**config.mk**
```make
export PLATFORM = sky130hd
export DESIGN_NAME = prefix_adder_pipe
export DESIGN_NICKNAME = d
export VERILOG_FILES = /design/src/rtl/prefix_adder_pipe_pkg.sv /design/src/rtl/prefix_adder_pipe_black_cell.sv /design/src/rtl/prefix_adder_pipe.sv
export SDC_FILE = /design/constraint.sdc
export NUM_CORES = 1
export LEC_CHECK = 0
export CAP_MARGIN = 20
export CORE_MARGIN = 5
export CORE_UTILIZATION = 35
export DETAILED_ROUTE_END_ITERATION = 6
export PLACE_DENSITY = 0.6
export SLEW_MARGIN = 20
export SYNTH_ARGS = -nofsm -noshare
export SYNTH_HDL_FRONTEND = slang
export SYNTH_HIERARCHICAL = 1
export SYNTH_SLANG_ARGS = --single-unit
```
**constraint.sdc**
```tcl
create_clock -name clk -period 13.1 [get_ports clk]
set_input_delay 1.965 -clock clk [delete_from_list [all_inputs] [get_ports clk]]
set_output_delay 1.965 -clock clk [all_outputs]
set_load 0.01 [all_outputs]
```
**src/rtl/prefix_adder_pipe_pkg.sv**
```systemverilog
// Shared constants and helpers for the pipelined Kogge-Stone adder.
// The ALU scoreboard uses calc_lat so that it agrees with the RTL latency.
package prefix_adder_pipe_pkg;

   // Ceiling log2 for elaboration-time sizing (value >= 1).
   function automatic int clog2(input int value);
      int res;
      res = 0;
      for (int i = 0; i < 31; i++) begin
         if ((1 << i) < value) res = i + 1;
      end
      return res;
   endfunction

   // Cycles from input acceptance to out_valid: one register per prefix segment plus the sum register.
   function automatic int calc_lat(input int width, input int reg_every);
      return (clog2(width) + reg_every - 1) / reg_every + 1;
   endfunction

   // Index of the last prefix level evaluated before pipeline register 'seg' (seg >= 1).
   function automatic int seg_last_level(input int seg, input int reg_every, input int levels);
      return ((seg * reg_every < levels) ? seg * reg_every : levels) - 1;
   endfunction

endpackage

```
**src/rtl/prefix_adder_pipe_black_cell.sv**
```systemverilog
// Kogge-Stone black cell: merges a high (g,p) span with the adjacent lower span.
module prefix_black_cell (
   input  logic gh,
   input  logic ph,
   input  logic gl,
   input  logic pl,
   output logic g,
   output logic p
);

   assign g = gh | (ph & gl);
   assign p = ph & pl;

endmodule

```
**src/rtl/prefix_adder_pipe.sv**
```systemverilog
// Pipelined Kogge-Stone adder/subtractor with valid/ready flow control.
// Position 0 of the prefix vectors is a virtual bit carrying the carry-in
// (g = c0, p = 0); operand bit i lives at position i+1.
module prefix_adder_pipe
   import prefix_adder_pipe_pkg::*;
#(
   parameter int WIDTH     = 32,
   parameter int REG_EVERY = 2
) (
   input  logic             clk,
   input  logic             reset,
   input  logic             in_valid,
   output logic             in_ready,
   input  logic [WIDTH-1:0] a,
   input  logic [WIDTH-1:0] b,
   input  logic             cin,
   input  logic             sub,
   output logic             out_valid,
   input  logic             out_ready,
   output logic [WIDTH-1:0] sum,
   output logic             cout,
   output logic             ovf
);

   localparam int LEVELS = clog2(WIDTH);
   localparam int SEGS   = (LEVELS + REG_EVERY - 1) / REG_EVERY;
   localparam int LAT    = calc_lat(WIDTH, REG_EVERY);
   localparam int STAGES = LAT + 1;   // prefix registers 0..SEGS plus the sum register
   localparam int POS    = WIDTH + 1;

   logic [STAGES-1:0] vld_reg;
   logic [STAGES-1:0] move;

   // Prefix pipeline registers: index 0 is the input stage, SEGS holds finished carries.
   logic [POS-1:0]   g_reg  [SEGS+1];
   logic [POS-1:0]   p_reg  [SEGS+1];
   logic [WIDTH-1:0] pb_reg [SEGS+1];   // raw bitwise propagate, needed for the final XOR

   logic [POS-1:0]   lvl_g [LEVELS];
   logic [POS-1:0]   lvl_p [LEVELS];

   logic [WIDTH-1:0] b_eff;
   logic             c0;
   logic [POS-1:0]   carry;
   logic [WIDTH-1:0] sum_next;
   logic             cout_next;
   logic             ovf_next;
   logic [WIDTH-1:0] sum_reg;
   logic             cout_reg;
   logic             ovf_reg;

   // Prefix tree: each level either starts from a pipeline register or chains from the level before.
   for (genvar gi = 0; gi < LEVELS; gi++) begin : g_level
      logic [POS-1:0] gin, pin, gout, pout;

      if (gi % REG_EVERY == 0) begin : g_from_reg
         assign gin = g_reg[gi / REG_EVERY];
         assign pin = p_reg[gi / REG_EVERY];
      end else begin : g_from_lvl
         assign gin = lvl_g[gi - 1];
         assign pin = lvl_p[gi - 1];
      end

      for (genvar gj = 0; gj < POS; gj++) begin : g_pos
         if (gj >= (1 << gi)) begin : g_cell
            prefix_black_cell u_cell (
               .gh (gin[gj]),
               .ph (pin[gj]),
               .gl (gin[gj - (1 << gi)]),
               .pl (pin[gj - (1 << gi)]),
               .g  (gout[gj]),
               .p  (pout[gj])
            );
         end else begin : g_pass
            assign gout[gj] = gin[gj];
            assign pout[gj] = pin[gj];
         end
      end

      assign lvl_g[gi] = gout;
      assign lvl_p[gi] = pout;
   end

   // Operand conditioning and final sum/flag formation.
   always_comb begin
      b_eff = sub ? ~b : b;
      c0    = sub ? 1'b1 : cin;
      // With WIDTH a power of two the tree spans only WIDTH positions, so the top
      // position stops one short of the virtual carry-in; fold it in here. Lower
      // positions already include position 0 and carry P = 0, so this is harmless there.
      carry     = g_reg[SEGS] | (p_reg[SEGS] & {POS{g_reg[SEGS][0]}});
      sum_next  = pb_reg[SEGS] ^ carry[WIDTH-1:0];
      cout_next = carry[WIDTH];
      ovf_next  = carry[WIDTH] ^ carry[WIDTH-1];
   end

   // A stage may load when it is empty or its contents move on this cycle.
   always_comb begin
      move = '0;
      move[STAGES-1] = !vld_reg[STAGES-1] || out_ready;
      for (int s = STAGES - 2; s >= 0; s--) begin
         move[s] = !vld_reg[s] || move[s+1];
      end
   end

   // Valid tracking and the result register; reset drops every in-flight beat.
   always_ff @(posedge clk) begin
      if (reset) begin
         vld_reg  <= '0;
         sum_reg  <= '0;
         cout_reg <= 1'b0;
         ovf_reg  <= 1'b0;
      end else begin
         if (move[0]) vld_reg[0] <= in_valid;
         for (int s = 1; s < STAGES; s++) begin
            if (move[s]) vld_reg[s] <= vld_reg[s-1];
         end
         if (move[STAGES-1] && vld_reg[STAGES-2]) begin
            sum_reg  <= sum_next;
            cout_reg <= cout_next;
            ovf_reg  <= ovf_next;
         end
      end
   end

   // Prefix datapath registers; contents are qualified by vld_reg so they need no reset.
   always_ff @(posedge clk) begin
      if (move[0] && in_valid) begin
         g_reg[0]  <= {a & b_eff, c0};
         p_reg[0]  <= {a ^ b_eff, 1'b0};
         pb_reg[0] <= a ^ b_eff;
      end
      for (int s = 1; s <= SEGS; s++) begin
         if (move[s] && vld_reg[s-1]) begin
            g_reg[s]  <= lvl_g[seg_last_level(s, REG_EVERY, LEVELS)];
            p_reg[s]  <= lvl_p[seg_last_level(s, REG_EVERY, LEVELS)];
            pb_reg[s] <= pb_reg[s-1];
         end
      end
   end

   assign in_ready  = move[0];
   assign out_valid = vld_reg[STAGES-1];
   assign sum       = sum_reg;
   assign cout      = cout_reg;
   assign ovf       = ovf_reg;

endmodule

```
==> flow_metrics.tcl, run 1 <==
set metrics [dict create \
    path_cells "clkdlybuf4s50_1 > and4b_2 > nand3_1 > clkdlybuf4s50_1" \
    timing.critical_path.mode_cell "clkdlybuf4s50_1" \
    ant_nets 0 \
    ir_drop_mv 0.0774 \
    tightestPinTransition_ns 0.987 \
    layout-drive-gt1-share 0.197 \
    hold_start "pb_reg[2][31]" \
    wl_per_cell_um 17.5 \
    clk_latency_ns 0.52 \
    multiInputGateArea_mm2 0.00364 \
    grt_pass1_wl_um 44000 \
    crit_path_max_incr_delay_ns 0.50 \
    ys_ff_latch 395 \
    clock_skew_ns 0.0165 \
    crit_type "in -> out" \
    drt_wl_total_um 28400 \
    post_synth_num_cell_types 28 \
    drt_iter0_drc 334 \
    worstPathArrival_ns 3.49 \
    ys_top_cells_by_area "edfxtp_1 (70%), a21o_1 (6.6%), and2_2 (6.6%)" \
    core_mm2 0.0430 \
    synth-adder-area-share 0.0264 \
    r2r.worst_path.cells 3 \
    crit_path_start_kind "input pin" \
    fp.dieH_um 218 \
    antenna_cells 0 \
    fin_setup_tns_ns 0 \
    rsz0062_at_grt "no" \
    period_share 0.416 \
    nFillCells 3904 \
    hold_slack_ns 0.415 \
    total_power_mw 2.65 \
    dr.pass1.iters 5 \
    clockBufferDepth 3 \
    cts-root-buf "clkbuf_16" \
    tritoncts "built" \
    cp-startpoint "out_ready" \
    synth_xor_area_frac 0.0375 \
    die_area_mm2 0.0477 \
    cts.sinks 395 \
    cts_buffers 39 \
    synthCells 868 \
    vias 7173 \
    final_max_slew_viol_count 0 \
    period_minus_slack_ns 5.45 \
    setup_viol 0 \
    timing.rr.end "g_reg[1][4]" \
    initial_core_util 0.353 \
    drv_cap 0 \
    fmax_mhz 183 \
    post-cts-setup-buffer-count 0 \
    numPortBuffers 105 \
    synth-simple-area-share 0.0721 \
    hold_path_class "reg -> reg" \
    dpl.hpwl_um 21200 \
    end_kind "output pin" \
    synth.avg_cell_area_um2 17.5 \
    worstPathRequired_ns 11.14 \
    rrSetupSlack_ns 10.42 \
    r2r_start "vld_reg[3]" \
    status "finished, final reports clean" \
    regArea_mm2 0.0115 \
    areaGrowthSynthToFinish_pct 19.8 \
    synth_area_mm2 0.0152 \
    ys_seq_area_frac 0.755 \
    cts-resized-gates 0 \
    cts_hold_buf 0 \
    power.leakage_nw 6.69 \
    gr-usage-all-layers 0.120 \
    min_path_cells 0 \
    yosys.area.top_type "edfxtp_1" \
    final_nets 1111 \
    grt_pass1_vias 7489 \
    place_congestion 0.767 \
    synthMuxAreaShare 0 \
    cts_max_level 2 \
    antenna_found_initial 1 \
    synth_warnings 6 \
    synth-compound-area-share 0.100 \
    crit_fanout 6 \
    grt-ovfl-total 0 \
    clkSlewWorstSetupHoldPaths_ns 0.06 \
    largest_register_ffs 132 \
    cp_top_family "buffers and inverters" \
    synth_top_family_by_area "compound AO/OA/AOI/OAI gates" \
    fp.dieW_um 218 \
    num_rows 76 \
    via_per_inst 4.43 \
    yosysTopAreaCellShare 0.704 \
    hold_end "pb_reg[3][31]" \
    grt_max_degree 80 \
    cp_slowest_cell "clkdlybuf4s50_1" \
    path_buf_inv 2 \
    hold_viol_final 0 \
    ios 106 \
    drc 0 \
    slew_headroom 0.342 \
    power.density_mw_per_mm2 145 \
]
[cell usage in the layout, fill, tap and decap left out, types with 2 or more instances in the layout]
master	synthesis	layout
nor2_1	5	5
clkbuf_1	1	9
a22o_1	31	31
xnor2_1	33	33
nor2b_4	0	2
clkbuf_16	0	41
and2_2	134	134
a21oi_2	2	2
xor2_1	32	32
clkinv_1	0	9
bufinv_16	0	3
dfxtp_1	39	39
a21o_1	134	134
ha_1	32	32
a21oi_1	37	37
a311oi_1	3	3
edfxtp_1	356	356
clkinv_2	0	5
conb_1	1	5
clkdlybuf4s50_1	0	104
buf_4	4	8
[area by class of cell]
| type | count | share of cell area |
|---|---|---|
| clock buffers | 50 | 0.0583 |
| repair buffers | 113 | 0.0608 |
| clock inverters | 18 | 0.00908 |
| flip-flops and latches | 395 | 0.631 |
| multi-input cells | 458 | 0.200 |
| inverters | 2 | 0.000413 |
| well taps | 585 | 0.0402 |
[worst max-delay path by stage]
stage                        to  cells past startpoint
floorplan           g_reg[1][0]                      2
global placement       in_ready                      4
detailed placement     in_ready                      4
CTS                    in_ready                      4
global route           in_ready                      4
finish                 in_ready                      4
[cells in the mapped netlist]
library cell,n
and2_2,134
edfxtp_1,356
nand3_1,1
nor2b_1,2
buf_4,4
buf_2,8
dfxtp_1,39
conb_1,1
ha_1,32
nor3b_4,1
a21boi_0,1
xnor2_1,33
nor2_1,5
and3b_2,1
a31oi_1,1
a22o_1,31
nand2b_1,1
a311oi_1,3
xor2_1,32
a21oi_2,2
a21oi_1,37
clkbuf_1,1
inv_2,1
or2_2,1
and4b_2,1
buf_6,4
a21o_1,134
inv_1,1
[report_power, final]
group | internal [mW] | switching (mW) | leakage [nW]
combinational | 0.0656 | 0.0636 | 2.37
clock | 0.630 | 0.438 | 0.599
sequential | 1.42 | 0.0269 | 3.72
total | 2.12 | 0.528 | 6.69
[stage by stage]
stage	area, µm²	util	setup slack, ns	cells
2_1_floorplan	15200	-	3.14	872
3_3_place_gp	17000	0.395	7.65	1553
3_5_place_dp	17000	0.395	7.67	1553
4_1_cts	18200	0.423	7.64	1621
5_1_grt	18200	0.423	7.60	1621
6_report	18200	0.423	7.65	1621
[layer usage]
layer	up-vias	global-route usage	wire length [µm]	part of all wire
li1	3556	-	-	-
met1	3441	0.163	12800	0.45
met2	137	0.195	13700	0.48
met3	39	0.0241	1260	0.044
met4	0	0.0379	672	0.024
met5	-	0	0	0
[cells by family (layout without fill, tap and decap cells)]
| group | count (synthesis) | in the layout |
|---|---|---|
| flip-flops | 395 | 395 |
| AO/OA/AOI/OAI | 209 | 209 |
| AND/OR/NAND/NOR | 147 | 147 |
| XOR/XNOR | 65 | 65 |
| adder cells (fa/ha/maj) | 32 | 32 |
| buffers and inverters | 19 | 183 |
| other | 1 | 5 |
(Power assumes the default switching activity.)
==> run 2: changes to the inputs <==
- clock period: 13.1 -> 5.5 ns (I/O delays scaled with it)
==> flow_metrics.tcl, run 2 (same netlist as run 1, synthesis figures left out) <==
set metrics [dict create \
    via_per_inst 4.40 \
    end_kind "output pin" \
    cts.sinks 395 \
    largest_register_ffs 132 \
    ios 106 \
    regArea_mm2 0.0115 \
    period_share 0.572 \
    crit_fanout 6 \
    crit_path_start_kind "input pin" \
    hold_viol_final 0 \
    clock_skew_ns 0.0103 \
    worstPathRequired_ns 4.68 \
    power.leakage_nw 6.66 \
    crit_path_max_incr_delay_ns 0.50 \
    wl_per_cell_um 17.8 \
    drt_iter0_drc 450 \
    antenna_cells 0 \
    final_common_cell "edfxtp_1" \
    place_congestion 0.751 \
    fmax_mhz 318 \
    drv_cap 0 \
    worstPathArrival_ns 2.32 \
    gr-usage-all-layers 0.121 \
    grt_max_degree 98 \
    hold_path_class "reg -> reg" \
    layout-drive-gt1-share 0.193 \
    r2r_start "vld_reg[3]" \
    cp_top_family "buffers and inverters" \
    final_max_slew_viol_count 0 \
    grt_pass1_wl_um 44500 \
    num_rows 76 \
    cts_max_level 2 \
    drt_wl_total_um 28800 \
    path_buf_inv 2 \
    final_nets 1110 \
    numPortBuffers 105 \
    fp.dieW_um 218 \
    cp-startpoint "out_ready" \
    tightestPinTransition_ns 0.959 \
    fp.dieH_um 218 \
    power.density_mw_per_mm2 340 \
    cp_slowest_cell "clkdlybuf4s50_1" \
    core_mm2 0.0430 \
    fin_area_mm2 0.0182 \
    slew_headroom 0.361 \
    cts_hold_buf 0 \
    grt-ovfl-total 0 \
    hold_start "pb_reg[2][22]" \
    grt_pass1_vias 7652 \
    cts-root-buf "clkbuf_16" \
    initial_core_util 0.353 \
    crit_type "in -> out" \
    vias 7118 \
    cts_buffers 39 \
    ant_nets 0 \
    areaGrowthSynthToFinish_pct 19.5 \
    antenna_found_initial 0 \
    die_area_mm2 0.0477 \
    postPlaceCellArea_mm2 0.0170 \
    dpl.hpwl_um 21100 \
    fin_setup_tns_ns 0 \
    dr.pass1.iters 4 \
    period_minus_slack_ns 3.15 \
    path_cells "clkdlybuf4s50_1 > and4b_2 > nand3_1 > clkdlybuf4s50_1" \
    rsz0062_at_grt "no" \
    clk_latency_ns 0.52 \
    setup_viol 0 \
    multiInputGateArea_mm2 0.00364 \
    post-cts-setup-buffer-count 0 \
    drc 0 \
    nFillCells 3846 \
    cts-resized-gates 0 \
    layout_common_cells "edfxtp_1 (356), and2_2 (134), a21o_1 (134), clkdlybuf4s50_1 (104), clkbuf_16 (41)" \
    fin_util 0.422 \
    clockBufferDepth 3 \
    timing.critical_path.mode_cell "clkdlybuf4s50_1" \
    clkSlewWorstSetupHoldPaths_ns 0.06 \
    status "finished, final reports clean" \
    ir_drop_mv 0.164 \
    tritoncts "built" \
]
run 2: cell types whose count changed in the layout (fill, tap and decap cells not counted), sizes merged:
cell,previous run,this run
buf,9,8
bufinv,3,1
clkinv,15,13
clkinvlp,0,1
run 2: through the flow:
stage,cells,total power [mW],worst slack [ns],hold slack (ns)
final,1617,6.18,2.35,0.418
after global routing,1617,6.43,2.27,0.425
after CTS,1617,6.26,2.34,0.419
after detailed placement,1552,3.83,2.36,0.405
after global placement,1551,3.83,2.33,0.401
after floorplan,872,3.68,0.574,0.400
run 2: routing by layer:
metal  routed length [µm]  vias up  GRT usage
met4                  516        0     0.0297
met1                12800     3398      0.162
li1                     -     3556          -
met5                    0        -          0
met3                 1350       38     0.0256
met2                14100      126      0.204
run 2: layout make-up:
class	instances	share of cell area
Clock inverter	15	0.00496
Tap cell	585	0.0403
Clock buffer	50	0.0584
Sequential cell	395	0.632
Timing Repair Buffer	112	0.0632
Multi-Input combinational cell	458	0.201
Inverter	2	0.000414
run 2: worst reg2reg max path, delay by kind of cell, from the launching register on:
| family | cells | cell delay, ns |
|---|---|---|
| and+or+nand+nor | 1 | 0.36 |
| DFF | 1 | 0.41 |
| AOI/OAI and AO/OA | 1 | 0.24 |
| buffers and inverters | 1 | 0.63 |
run 2: path summary, 6_finish.rpt:
path	slack, ns	cells past startpoint	endpoint
worst max-delay path	2.35	4	in_ready
worst min-delay path	0.42	0	pb_reg[3][22]
worst max register to register	3.40	3	pb_reg[0][2]
worst min register to register	0.42	0	pb_reg[3][22]
run 2: power by group:
part	switching (mW)	internal [mW]	total, mW
sequential	0.0659	3.39	3.45
clock	1.02	1.40	2.42
combinational	0.149	0.157	0.306
==> run 3: changes to the inputs <==
- PLACE_DENSITY: 0.6 -> 0.62
- clock period: 5.5 -> 2.8 ns (I/O delays scaled with it)
==> flow_metrics.tcl, run 3 (same netlist as run 1, synthesis figures left out) <==
set metrics [dict create \
    switching_share 0.197 \
    dpl.hpwl_um 21900 \
    gr-usage-all-layers 0.120 \
    die_area_mm2 0.0477 \
    vias 7190 \
    period_share 0.913 \
    place_congestion 0.786 \
    setup_slack_ns 0.243 \
    grt_max_degree 98 \
    layout-drive-gt1-share 0.211 \
    grt_pass1_wl_um 44400 \
    clkSlewWorstSetupHoldPaths_ns 0.06 \
    rsz0062_at_grt "no" \
    r2r_start "vld_reg[3]" \
    slew_headroom 0.370 \
    drt_iter0_drc 363 \
    end_kind "output pin" \
    via_per_inst 4.39 \
    cts-root-buf "clkbuf_16" \
    p_switching_mw 2.48 \
    antenna_found_initial 0 \
    pwr-share-seq 0.539 \
    clk_latency_ns 0.52 \
    drt_wl_total_um 28500 \
    period_minus_slack_ns 2.56 \
    cts_buffers 39 \
    largest_register_ffs 132 \
    final_common_cell "edfxtp_1" \
    hold_viol_final 0 \
    ios 106 \
    fin_util 0.429 \
    final_max_slew_viol_count 0 \
    nFillCells 3853 \
    initial_core_util 0.353 \
    cts_max_level 2 \
    fp.dieH_um 218 \
    p_comb_frac 0.050 \
    clkPwrFrac 0.411 \
    cts.sinks 395 \
    clock_skew_ns 0.0121 \
    ant_nets 0 \
    dpl_worst_slack_ns 0.413 \
    antenna_cells 0 \
    crit_fanout 10 \
    grt_pass1_vias 7700 \
    core_mm2 0.0430 \
    areaGrowthSynthToFinish_pct 21.4 \
    cp-startpoint "vld_reg[3]" \
    fp.dieW_um 218 \
    grt-ovfl-total 0 \
    status "finished, final reports clean" \
    wl_per_cell_um 17.4 \
    power.leakage_nw 6.81 \
    tritoncts "built" \
    numPortBuffers 105 \
    worstPathRequired_ns 2.38 \
    p_int_mw 10.1 \
    layout_common_cells "edfxtp_1 (356), and2_2 (134), a21o_1 (134), clkdlybuf4s50_1 (104), clkbuf_16 (40)" \
    power.density_mw_per_mm2 682 \
    fmax_mhz 391 \
    dp_cells 1566 \
    hold_start "pb_reg[2][6]" \
    num_rows 76 \
    crit_type "reg -> out" \
    crit_path_start_kind "flip-flop" \
    cts_hold_buf 0 \
    final_nets 1124 \
    drv_cap 0 \
    drc 0 \
    final_cells 1636 \
    ir_drop_mv 0.399 \
    worstPathArrival_ns 2.14 \
    setup_viol 0 \
    hold_path_class "reg -> reg" \
    dr.pass1.iters 4 \
    post-cts-setup-buffer-count 0 \
    tightestPinTransition_ns 0.946 \
    cts-resized-gates 0 \
    clockBufferDepth 3 \
]
run 3: metrics by stage:
step	total power [mW]	TNS [ns]	instance area [µm²]	hold WS (ns)
2_1_floorplan	7.23	-1.86	15200	0.400
3_3_place_gp	7.54	0	17200	0.404
3_5_place_dp	7.55	0	17200	0.405
4_1_cts	12.7	0	18400	0.419
5_1_grt	13.0	0	18400	0.424
6_report	12.6	0	18400	0.417
run 3: cell type report:
class	count	area, µm²	area share
Clock buffer	50	1050	0.0569
Clock inverter	20	233	0.0126
Inverter	2	7.51	0.000407
Multi-Input combinational cell	458	3640	0.198
Sequential cell	395	11500	0.622
Tap cell	585	732	0.0397
Timing Repair Buffer	126	1300	0.0707
run 3: path summary, 6_finish.rpt:
path                                      to  slack [ns]  depth (start not counted)
worst min register to register  pb_reg[3][6]        0.42                          0
worst min-delay path            pb_reg[3][6]        0.42                          0
worst max register to register   g_reg[0][2]        0.96                          3
worst max-delay path                in_ready        0.24                          3
run 3: worst max-delay path, stage by stage (launching register included):
cell and delay, ns:
dfxtp_1 0.52, and4b_2 0.44, nand3_1 0.15, clkdlybuf4s50_1 0.51
run 3: per-layer routing:
metal  share of wire  track usage
met5               0            0
met1            0.46        0.164
met4           0.023       0.0337
met3           0.034       0.0201
met2            0.49        0.199
run 3: power groups by stage:
stage | sequential, mW | combinational, mW | clock, mW
global placement | 6.90 | 0.633 | 0
floorplan | 6.85 | 0.375 | 0
CTS | 6.78 | 0.647 | 5.27
finish | 6.78 | 0.629 | 5.16
global route | 6.80 | 0.707 | 5.51
detailed placement | 6.91 | 0.641 | 0
